**src/rtl/ram_port1_streamer.sv**
```systemverilog
// Read-only streamer on the OpenRAM 1R port: reads a wrapping run of words into a
// show-ahead FIFO and emits them on valid/ready. Optional checksum: RAM_STREAM_CSUM_EN.
module ram_port1_streamer #(
    parameter int ADDR_W     = 8,
    parameter int DATA_W     = 32,
    parameter int FIFO_DEPTH = 4
) (
    input  logic              wb_clk_i,
    input  logic              wb_rst_ni,
    input  logic              start_i,
    input  logic              abort_i,
    input  logic [ADDR_W-1:0] base_addr_i,
    input  logic [ADDR_W:0]   len_i,
    output logic              busy_o,
    output logic              done_o,
    output logic              ram_clk1,
    output logic              ram_csb1,
    output logic [ADDR_W-1:0] ram_addr1,
    input  logic [DATA_W-1:0] ram_dout1,
    output logic              m_valid_o,
    input  logic              m_ready_i,
    output logic [DATA_W-1:0] m_data_o,
    output logic              m_last_o
`ifdef RAM_STREAM_CSUM_EN
    ,
    output logic [DATA_W-1:0] csum_o
`endif
);

    localparam int PTR_W = $clog2(FIFO_DEPTH);
    localparam int CNT_W = PTR_W + 1;
    localparam logic [CNT_W-1:0] DEPTH_C = CNT_W'(FIFO_DEPTH);
    localparam logic [ADDR_W:0]  ONE_C   = (ADDR_W + 1)'(1);

    typedef enum logic [1:0] {IDLE, RUN, DRAIN} state_t;

    state_t            state;
    logic [ADDR_W-1:0] rd_addr;
    logic [ADDR_W:0]   issue_cnt;
    logic [ADDR_W:0]   out_cnt;
    logic              inflight;
    logic              done_q;
    logic [PTR_W-1:0]  wr_ptr;
    logic [PTR_W-1:0]  rd_ptr;
    logic [CNT_W-1:0]  fifo_count;
    logic [DATA_W-1:0] fifo_mem [FIFO_DEPTH];

    logic issue;
    logic push;
    logic pop;
    logic kill;
    logic accept;
    logic last_pop;

    // Reads in flight are counted against FIFO space so a return always has a slot.
    assign issue    = (state == RUN) && (issue_cnt != '0) &&
                      ((fifo_count + CNT_W'(inflight)) < DEPTH_C);
    assign push     = inflight;
    assign pop      = m_valid_o && m_ready_i;
    assign kill     = abort_i && (state != IDLE);
    assign accept   = (state == IDLE) && start_i && !abort_i && (len_i != '0);
    assign last_pop = pop && (out_cnt == ONE_C);

    assign ram_clk1  = wb_clk_i;
    assign ram_csb1  = ~issue;
    assign ram_addr1 = rd_addr;
    assign busy_o    = (state != IDLE);
    assign done_o    = done_q;
    assign m_valid_o = (fifo_count != '0);
    assign m_data_o  = m_valid_o ? fifo_mem[rd_ptr] : '0;
    assign m_last_o  = m_valid_o && (out_cnt == ONE_C);

    always_ff @(posedge wb_clk_i or negedge wb_rst_ni) begin
        if (!wb_rst_ni) begin
            state      <= IDLE;
            rd_addr    <= '0;
            issue_cnt  <= '0;
            out_cnt    <= '0;
            inflight   <= 1'b0;
            done_q     <= 1'b0;
            wr_ptr     <= '0;
            rd_ptr     <= '0;
            fifo_count <= '0;
        end else begin
            done_q <= 1'b0;
            if (kill) begin
                // The pending SRAM return is dropped by clearing inflight.
                state      <= IDLE;
                inflight   <= 1'b0;
                wr_ptr     <= '0;
                rd_ptr     <= '0;
                fifo_count <= '0;
            end else begin
                inflight <= issue;
                if (issue) begin
                    rd_addr   <= rd_addr + 1'b1;
                    issue_cnt <= issue_cnt - 1'b1;
                end
                if (push) wr_ptr <= wr_ptr + 1'b1;
                if (pop) begin
                    rd_ptr  <= rd_ptr + 1'b1;
                    out_cnt <= out_cnt - 1'b1;
                end
                if (push && !pop)      fifo_count <= fifo_count + 1'b1;
                else if (pop && !push) fifo_count <= fifo_count - 1'b1;

                case (state)
                    IDLE: if (accept) begin
                        rd_addr   <= base_addr_i;
                        issue_cnt <= len_i;
                        out_cnt   <= len_i;
                        state     <= RUN;
                    end
                    RUN: if (issue && issue_cnt == ONE_C) state <= DRAIN;
                    DRAIN: if (last_pop) begin
                        state  <= IDLE;
                        done_q <= 1'b1;
                    end
                    default: state <= IDLE;
                endcase
            end
        end
    end

    // NOTE: FIFO storage has no reset; pointers/count define validity and the head is gated by m_valid_o.
    always_ff @(posedge wb_clk_i) begin
        if (push && !kill) fifo_mem[wr_ptr] <= ram_dout1;
    end

`ifdef RAM_STREAM_CSUM_EN
    always_ff @(posedge wb_clk_i or negedge wb_rst_ni) begin
        if (!wb_rst_ni)         csum_o <= '0;
        else if (accept)        csum_o <= '0;
        else if (pop && !kill)  csum_o <= csum_o + m_data_o;
    end
`endif

endmodule

```
**config.mk**
```make
export PLATFORM = sky130hd
export DESIGN_NAME = ram_port1_streamer
export DESIGN_NICKNAME = d
export VERILOG_FILES = /design/src/rtl/ram_port1_streamer.sv
export SDC_FILE = /design/constraint.sdc
export NUM_CORES = 1
export LEC_CHECK = 0
export ABC_AREA = 1
export CAP_MARGIN = 10
export CELL_PAD_IN_SITES_DETAIL_PLACEMENT = 1
export CELL_PAD_IN_SITES_GLOBAL_PLACEMENT = 1
export CORE_MARGIN = 1
export CORE_UTILIZATION = 46
export CTS_CLUSTER_SIZE = 25
export DETAILED_ROUTE_END_ITERATION = 6
export PLACE_DENSITY_LB_ADDON = 0.1
export SLEW_MARGIN = 15
export SYNTH_ARGS = -nofsm -noshare
export SYNTH_HDL_FRONTEND = slang
export SYNTH_SLANG_ARGS = --single-unit
```
**constraint.sdc**
```tcl
create_clock -name wb_clk_i -period 4.73 [get_ports wb_clk_i]
set_input_delay 0.946 -clock wb_clk_i [delete_from_list [all_inputs] [get_ports wb_clk_i]]
set_output_delay 0.946 -clock wb_clk_i [all_outputs]
set_load 0.1 [all_outputs]
```
=== Word-level counts from Yosys, hierarchy flattened ===
Memory sizes are Yosys's and may differ from the RTL's.
Cells that the tools add are included.

* $add $sub $neg: 8
* $lt $le $gt $ge: 1
* Equal/unequal tests: 7
* Muxes and demuxes: 28
* Bitwise gates (word level): 1
* Reduce and logical (&&, ||, !) cells: 26

{| class="wikitable"
|+ Operators by type and width
! cell !! count
|-
| $mux 9 || 6
|-
| $mux 32 || 1
|-
| $mux 8 || 3
|-
| $eq 9x1->1 const B || 2
|-
| $reduce_bool 9->1 || 2
|-
| $sub 9x1->9 const B || 2
|-
| $mux 2 || 8
|-
| $logic_and 1x1->1 || 13
|-
| $mux 3 || 3
|-
| $add 8x1->8 const B || 1
|-
| $mux 1 || 6
|-
| $ne 3x3->1 const B || 2
|-
| $pmux 2 s3 || 1
|-
| $reduce_bool 2->1 || 3
|-
| $reduce_bool 3->1 || 2
|-
| $add 2x1->2 const B || 2
|-
| $logic_not 1->1 || 4
|-
| $add 3x1->3 || 1
|-
| $add 3x1->3 const B || 1
|-
| $lt 3x3->1 const B || 1
|-
| $ne 3x2->1 const B || 1
|-
| $reduce_and 3->1 || 1
|-
| $sub 3x1->3 const B || 1
|-
| $eq 2x1->1 const B || 1
|-
| 3 further kinds || 3
|}

* Register bits: 37
* RAM bits: 128
* Input port bits: 54
* Word-level logic and storage cells: 81
* Memories kept: 1

{| class="wikitable"
|+ Memories
! name !! words !! width !! rd ports !! clocked after memory_dff !! write ports !! RTL line !! text
|-
| fifo_mem || 4 || 32 || 1 || 0 || 1 || 46 || <nowiki>logic [DATA_W-1:0] fifo_mem [FIFO_DEPTH];</nowiki>
|}

=== Longest topological paths before layout ===
Gate-level depths: netlist of run 1.

* Depth in word-level cells: 7
* Gate-level depth with buffers: 11

==> results.toml, run 1 <==
[status]
status = "completed"

[synthesis]
yosysTopAreaCell = "edfxtp_1"
async_reset_ff_share_pct = 22.4
synth.area.top_cells = "edfxtp_1, dfrtp_1, nor2_1, o21ai_0, nand2_1"
yosys_warnings = 0
ys.flop_type = "edfxtp_1"
syn_area_sq_um = 7580
ys_ff_latch = 165
synth.avg_cell_area_sq_um = 9.80
yosysTopAreaCellShare_pct = 50.7
synth_cells = 773
synth_most_common_cell = "nor2_1"
synth-seq-area-share_pct = 62.9
synthDistinctLibCells = 37
synth_common_cells = "nor2_1, edfxtp_1, nand2_1"
synth_edf_count = 128
synth_fp_nets = 837

[global_route]
grt_pass1_vias = 6440
grtUsageMet3_pct = 5.13
grt-ovfl-total = 0
antenna_found_initial = 0
grt_max_degree = 68
grt_pass1_wl_mm = 33.5
track_usage_pct = 26.6
grt.met1_usage_pct = 31.7
use_met2_pct = 48.0
top_usage_layer = "met2"

[routing]
wl_mm = 21.1
via_count = 5963
routedWlPerCell_um = 19.2
drc = 0
ant_nets = 0
post_drt_via_cell_ratio = 5.43
drt_iter0_markers = 314
drt-pass1-iter-count = 4

[timing]
finClkSkew_ns = 0.0128
slew_headroom_pct = 30.7
hold_viol_final = 0
finalWorstSetupSlack_ns = 0.210
tns_ns = 0
rsz0062_at_grt = "false"
worst_pin_slew_ns = 1.04
setup_viol_count_final = 0
final_max_slew_viol_count = 0

[place]
pre_cts_ws_ns = 0.479
dpl.hpwl_mm = 13.8
io_buffers = 99
place_congestion = 0.876

[flow_run]
cap_violations = 0

[cells_and_area]
drive_above_1_share_pct = 10.9
antennaDiodeCount = 0
final_util_pct = 61.1
fin_nets = 934
area_growth_syn_to_layout_pct = 29.0

[cts]
cts_tree = "built"
postCtsSetupBuffers = 0
clk_latency_ns = 0.55
hold_buffers = 0
ctsResizeCount = 0
path_clk_slew_ns = 0.07

[floorplanning]
core_sq_um = 16000
die_area_sq_um = 17000
rows = 46
num_io_pins = 100
start_util_pct = 47.4
die_w_um = 130
die_h_um = 130

[critical_path]
endpoint_kind = "output port"
critPathLaunchType = "clock port"
critPathArrivalTime_ns = 3.57
worstPathRequired_ns = 3.78
worst-path-max-fanout = 2
timing_worst_setup_path_type = "clock port to output port"

[hold_path]
hp-class = "register to register"
## cells by family (layout without fill, tap and decap cells)
family	Yosys count	in the layout	share of synthesized area, %
AOI/OAI and AO/OA	150	150	10.2
xor gates and xnor gates	4	4	0.462
adders and majority gates	10	10	1.75
buffers and inverters	94	204	5.12
DFF	165	165	62.9
and+or+nand+nor	350	350	19.5
## routing by layer
metal	vias up	part of all wire, %
met4	0	1.7
met1	2990	42
met2	138	52
li1	2804	-
met3	31	3.4
met5	-	0
## critical path: stages
cell and delay [ns]:
clkbuf_16 0.12, clkbuf_16 0.13, clkdlybuf4s50_1 0.96
## metrics by stage
step	instances	cell area, sq um	hold slack [ns]
floorplan	773	7580	0.453
finish	1099	9770	0.526
global placement	1064	9150	0.482
CTS	1099	9770	0.515
global route	1099	9770	0.532
detailed placement	1064	9150	0.495
## cell type report
| type | instances | area, sq um |
|---|---|---|
| tap | 216 | 270 |
| clock inverter | 12 | 106 |
| fill | 1776 | 6230 |
| clock buffer | 24 | 522 |
| timing repair buffer | 109 | 1430 |
| multi-input combinational | 514 | 2450 |
| inverter | 59 | 221 |
| sequential | 165 | 4770 |
## cell usage in the layout (no fill, tap or decap), drive strengths merged
cell type,synthesis,routed
clkinv,1,6
dfrtp,37,37
xor2,3,3
o21ai,102,102
bufinv,0,1
inv,58,60
clkdlybuf4s50,0,66
or2,1,1
nand4,12,12
o21bai,4,4
edfxtp,128,128
a21oi,39,39
nor4,1,1
buf,18,44
o22ai,4,4
o31ai,1,1
ha,9,9
nand2,120,120
nand3b,3,3
nor2,170,170
fa,1,1
nand3,40,40
nor3,3,3
xnor2,1,1
clkinvlp,0,4
clkbuf,17,23
## registers in the layout, summed over array words and instances, names as in the netlist
name	cells
fifo_mem	128
rd_ptr	2
ram_addr1	8
out_cnt	9
inflight	1
done_o	1
fifo_count	3
issue_cnt	9
wr_ptr	2
state	2
## worst paths after layout
path	slack [ns]	depth (start not counted)	startpoint	end
setup reg to reg	2.44	10	fifo_count[2]	fifo_count[2]
setup / recovery	0.21	3	wb_clk_i	ram_clk1
hold / removal	0.53	2	out_cnt[7]	out_cnt[7]
max in group asynchronous	3.48	2	wb_rst_ni	rd_ptr[0]
hold reg to reg	0.53	2	out_cnt[7]	out_cnt[7]
min in group asynchronous	0.84	2	wb_rst_ni	issue_cnt[6]
Power of run 1 is not shown: default switching activity piles up to over one toggle a cycle in this logic, so the estimate is an artifact.
==> run 2: changes to the inputs <==
--- a/config.mk
+++ b/config.mk
@@ -9,8 +9,8 @@
 export CAP_MARGIN = 10
 export CELL_PAD_IN_SITES_DETAIL_PLACEMENT = 1
 export CELL_PAD_IN_SITES_GLOBAL_PLACEMENT = 1
-export CORE_MARGIN = 1
-export CORE_UTILIZATION = 46
+export CORE_MARGIN = 2
+export CORE_UTILIZATION = 43
 export CTS_CLUSTER_SIZE = 25
 export DETAILED_ROUTE_END_ITERATION = 6
 export PLACE_DENSITY_LB_ADDON = 0.1
==> results.toml, run 2 (same netlist as run 1, synthesis figures left out) <==
[cts]
clk_latency_ns = 0.55
path_clk_slew_ns = 0.07
cts_tree = "built"
ctsResizeCount = 0
postCtsSetupBuffers = 0
hold_buffers = 0

[global_route]
grt_max_degree = 68
grt-ovfl-total = 0
antenna_found_initial = 0
track_usage_pct = 23.4
grt_pass1_wl_mm = 32.7
grt_pass1_vias = 6331

[floorplanning]
die_area_sq_um = 18700
num_io_pins = 100
die_h_um = 137
start_util_pct = 44.0
core_sq_um = 17200
rows = 48
die_w_um = 137

[critical_path]
worst-path-max-fanout = 2
reg2reg_depth = 5
endpoint_kind = "output port"
critPathLaunchType = "clock port"
rr_startpoint = "state[1]"
timing_worst_setup_path_type = "clock port to output port"
reg2reg_to = "fifo_mem[0][15]"
worstPathRequired_ns = 3.78
critPathArrivalTime_ns = 3.57
reg2reg_setup_slack_ns = 2.35

[timing]
setup_viol_count_final = 0
slew_headroom_pct = 24.8
finClkSkew_ns = 0.0140
rsz0062_at_grt = "false"
hold_viol_final = 0
worst_hold_slack_ns = 0.514
worst_pin_slew_ns = 1.13
tns_ns = 0
final_max_slew_viol_count = 0
finalWorstSetupSlack_ns = 0.212

[hold_path]
holdPathStages = 1
worstHoldStart = "state[0]"
hp-class = "register to register"
hold_path_end = "done_o"

[cells_and_area]
regMostFlops = "fifo_mem"
antennaDiodeCount = 0
final_common_cell = "nor2_1"
largest_reg_flops = 128
layout_common_cells = "nor2_1, edfxtp_1, nand2_1"
num-fill-cells = 1863
drive_above_1_share_pct = 10.8
largestRegisters = "fifo_mem x128, issue_cnt x9, out_cnt x9"
fin_nets = 930
area_growth_syn_to_layout_pct = 28.7

[routing]
drt-pass1-iter-count = 4
routedWlPerCell_um = 18.7
ant_nets = 0
drc = 0
drt_iter0_markers = 343
wl_mm = 20.6
via_count = 5895
post_drt_via_cell_ratio = 5.34

[place]
io_buffers = 99
dpl.hpwl_mm = 13.5
place_congestion = 0.852
pre_cts_ws_ns = 0.479

[status]
status = "completed"

[flow_run]
cap_violations = 0
-- run 2: changes by cell type in the layout (fill, tap and decap cells not counted), sizes merged --
cell      before  now
inv           60   67
buf           44   40
clkinvlp       4    1
clkbuf        23   21
clkinv         6    4
-- run 2: final cells by class --
type                    count  area, sq um  share of cell area, %
repair buffers            105         1350                   13.9
multi-input cells         514         2450                   25.1
flip-flops and latches    165         4770                   48.9
clock inverters            14          165                   1.69
clock buffers              22          514                   5.27
well taps                 225          282                   2.89
inverters                  59          221                   2.27
-- run 2: worst max-delay path by stage --
stage                  start       end  slack, ns  depth (start not counted)
3_3_place_gp        wb_clk_i  ram_clk1       0.48                          1
5_1_grt             wb_clk_i  ram_clk1       0.19                          3
3_5_place_dp        wb_clk_i  ram_clk1       0.48                          1
4_1_cts             wb_clk_i  ram_clk1       0.20                          3
6_report            wb_clk_i  ram_clk1       0.21                          3
2_1_floorplan  fifo_count[0]  m_last_o       0.13                          4
-- run 2: per-stage QoR --
step | instances | utilization [%] | cell area, sq um
after floorplan | 773 | - | 7580
after global placement | 1069 | 52.7 | 9080
after detailed placement | 1069 | 52.7 | 9080
after CTS | 1104 | 56.6 | 9750
after global routing | 1104 | 56.6 | 9750
final | 1104 | 56.6 | 9750
-- run 2: routing by layer --
layer  up-vias  GRT usage [%]  wire length (um)
li1       2799              -                 -
met3        25           4.15               781
met5         -              0                 0
met4         0           8.91               346
met1      2951           28.9              8910
met2       120           40.9             10600
-- run 2: critical path, stage by stage --
cell and delay (ns):
clkbuf_16 0.12, clkbuf_16 0.13, clkdlybuf4s50_1 0.96
Power of run 2 is left out for the same reason.
==> run 3: changes to the inputs <==
--- a/config.mk
+++ b/config.mk
@@ -6,7 +6,7 @@
 export NUM_CORES = 1
 export LEC_CHECK = 0
 export ABC_AREA = 1
-export CAP_MARGIN = 10
+export CAP_MARGIN = 20
 export CELL_PAD_IN_SITES_DETAIL_PLACEMENT = 1
 export CELL_PAD_IN_SITES_GLOBAL_PLACEMENT = 1
 export CORE_MARGIN = 2
==> results.toml, run 3 (same netlist as run 1, synthesis figures left out) <==
[status]
status = "completed"

[global_route]
grt_max_degree = 68
antenna_found_initial = 0
grt_pass1_wl_mm = 33.3
grt_pass1_vias = 6495
track_usage_pct = 23.6
grt-ovfl-total = 0

[timing]
finClkSkew_ns = 0.0114
worst_pin_slew_ns = 1.01
final_max_slew_viol_count = 0
setup_viol_count_final = 0
rsz0062_at_grt = "false"
slew_headroom_pct = 32.6
hold_viol_final = 0
tns_ns = 0

[critical_path]
critPathArrivalTime_ns = 3.57
rr_startpoint = "state[0]"
crit_start = "wb_clk_i"
reg2reg_to = "fifo_mem[1][4]"
critical_path.endpoint = "ram_clk1"
reg2reg_depth = 6
endpoint_kind = "output port"
timing_worst_setup_path_type = "clock port to output port"
critPathLaunchType = "clock port"
worstPathRequired_ns = 3.78
reg2reg_setup_slack_ns = 2.40
worst-path-max-fanout = 2

[cells_and_area]
seqCellArea_sq_um = 4770
largestRegisters = "fifo_mem x128, issue_cnt x9, out_cnt x9"
antennaDiodeCount = 0
num-fill-cells = 1847
largest_reg_flops = 128
fin_nets = 933
area_growth_syn_to_layout_pct = 29.3
layout_common_cells = "nor2_1, edfxtp_1, nand2_1"
final_util_pct = 56.9
drive_above_1_share_pct = 11.0
multiInputGateArea_sq_um = 2450
layout.cells.non_filler = 1107
regMostFlops = "fifo_mem"
final_common_cell = "nor2_1"

[cts]
hold_buffers = 0
postCtsSetupBuffers = 0
ctsResizeCount = 0
path_clk_slew_ns = 0.07
clk_latency_ns = 0.54
cts_tree = "built"

[routing]
drt_iter0_markers = 377
drt-pass1-iter-count = 4
dr_wl_met2_mm = 10.5
via_count = 5933
route.top_layer_used = "met4"
ant_nets = 0
routedWlPerCell_um = 18.8
dr_wl_met3_um = 827
post_drt_via_cell_ratio = 5.36
wl_mm = 20.8
wl_met1_mm = 9.21
drc = 0

[place]
place_congestion = 0.852
dpl.hpwl_mm = 13.6
placed_cells = 1070
io_buffers = 99

[floorplanning]
rows = 48
start_util_pct = 44.0
core_sq_um = 17200
die_w_um = 137
die_area_sq_um = 18700
die_h_um = 137
num_io_pins = 100

[hold_path]
hp-class = "register to register"

[flow_run]
cap_violations = 0
## run 3: cell types whose count changed in the layout (fill, tap and decap cells not counted)
cell | previous run | this run
inv_8 | 3 | 2
clkbuf_1 | 1 | 0
inv_6 | 6 | 7
buf_16 | 0 | 2
clkinv_4 | 1 | 0
buf_12 | 32 | 33
clkinvlp_4 | 1 | 2
bufinv_16 | 1 | 0
clkinv_1 | 1 | 3
## run 3: worst min path at each step
stage                           from          to  slack [ns]  cells past startpoint
after detailed placement  out_cnt[7]  out_cnt[7]        0.51                      2
after CTS                 out_cnt[7]  out_cnt[7]        0.52                      2
after global routing      out_cnt[7]  out_cnt[7]        0.54                      2
final                       state[0]      done_o        0.52                      1
after global placement      state[0]      done_o        0.49                      1
after floorplan             state[0]      done_o        0.45                      1
## run 3: critical path, cell delays in order
cell and delay (ns):
clkbuf_16 0.12, clkbuf_16 0.13, clkdlybuf4s50_1 0.96
## run 3: cell type report
type / count / area share (%)
Clock buffer: 21 / 5.21
Clock inverter: 15 / 1.42
Inverter: 59 / 2.26
Multi-Input combinational cell: 514 / 25.0
Sequential cell: 165 / 48.7
Tap cell: 225 / 2.87
Timing Repair Buffer: 108 / 14.6
## run 3: through the flow
stage / setup WS [ns] / instance area, sq um / hold slack [ns]
after detailed placement: 0.479 / 9110 / 0.505
after global routing: 0.196 / 9800 / 0.540
after global placement: 0.479 / 9080 / 0.485
after floorplan: 0.134 / 7580 / 0.453
after CTS: 0.203 / 9750 / 0.523
final: 0.212 / 9800 / 0.519
## run 3: per-layer routing
metal / GRT usage (%) / vias to the layer above
met3: 4.22 / 29
met5: 0 / -
met2: 41.5 / 131
met1: 28.9 / 2962
met4: 8.68 / 0
li1: - / 2811
Power of run 3 is left out for the same reason.
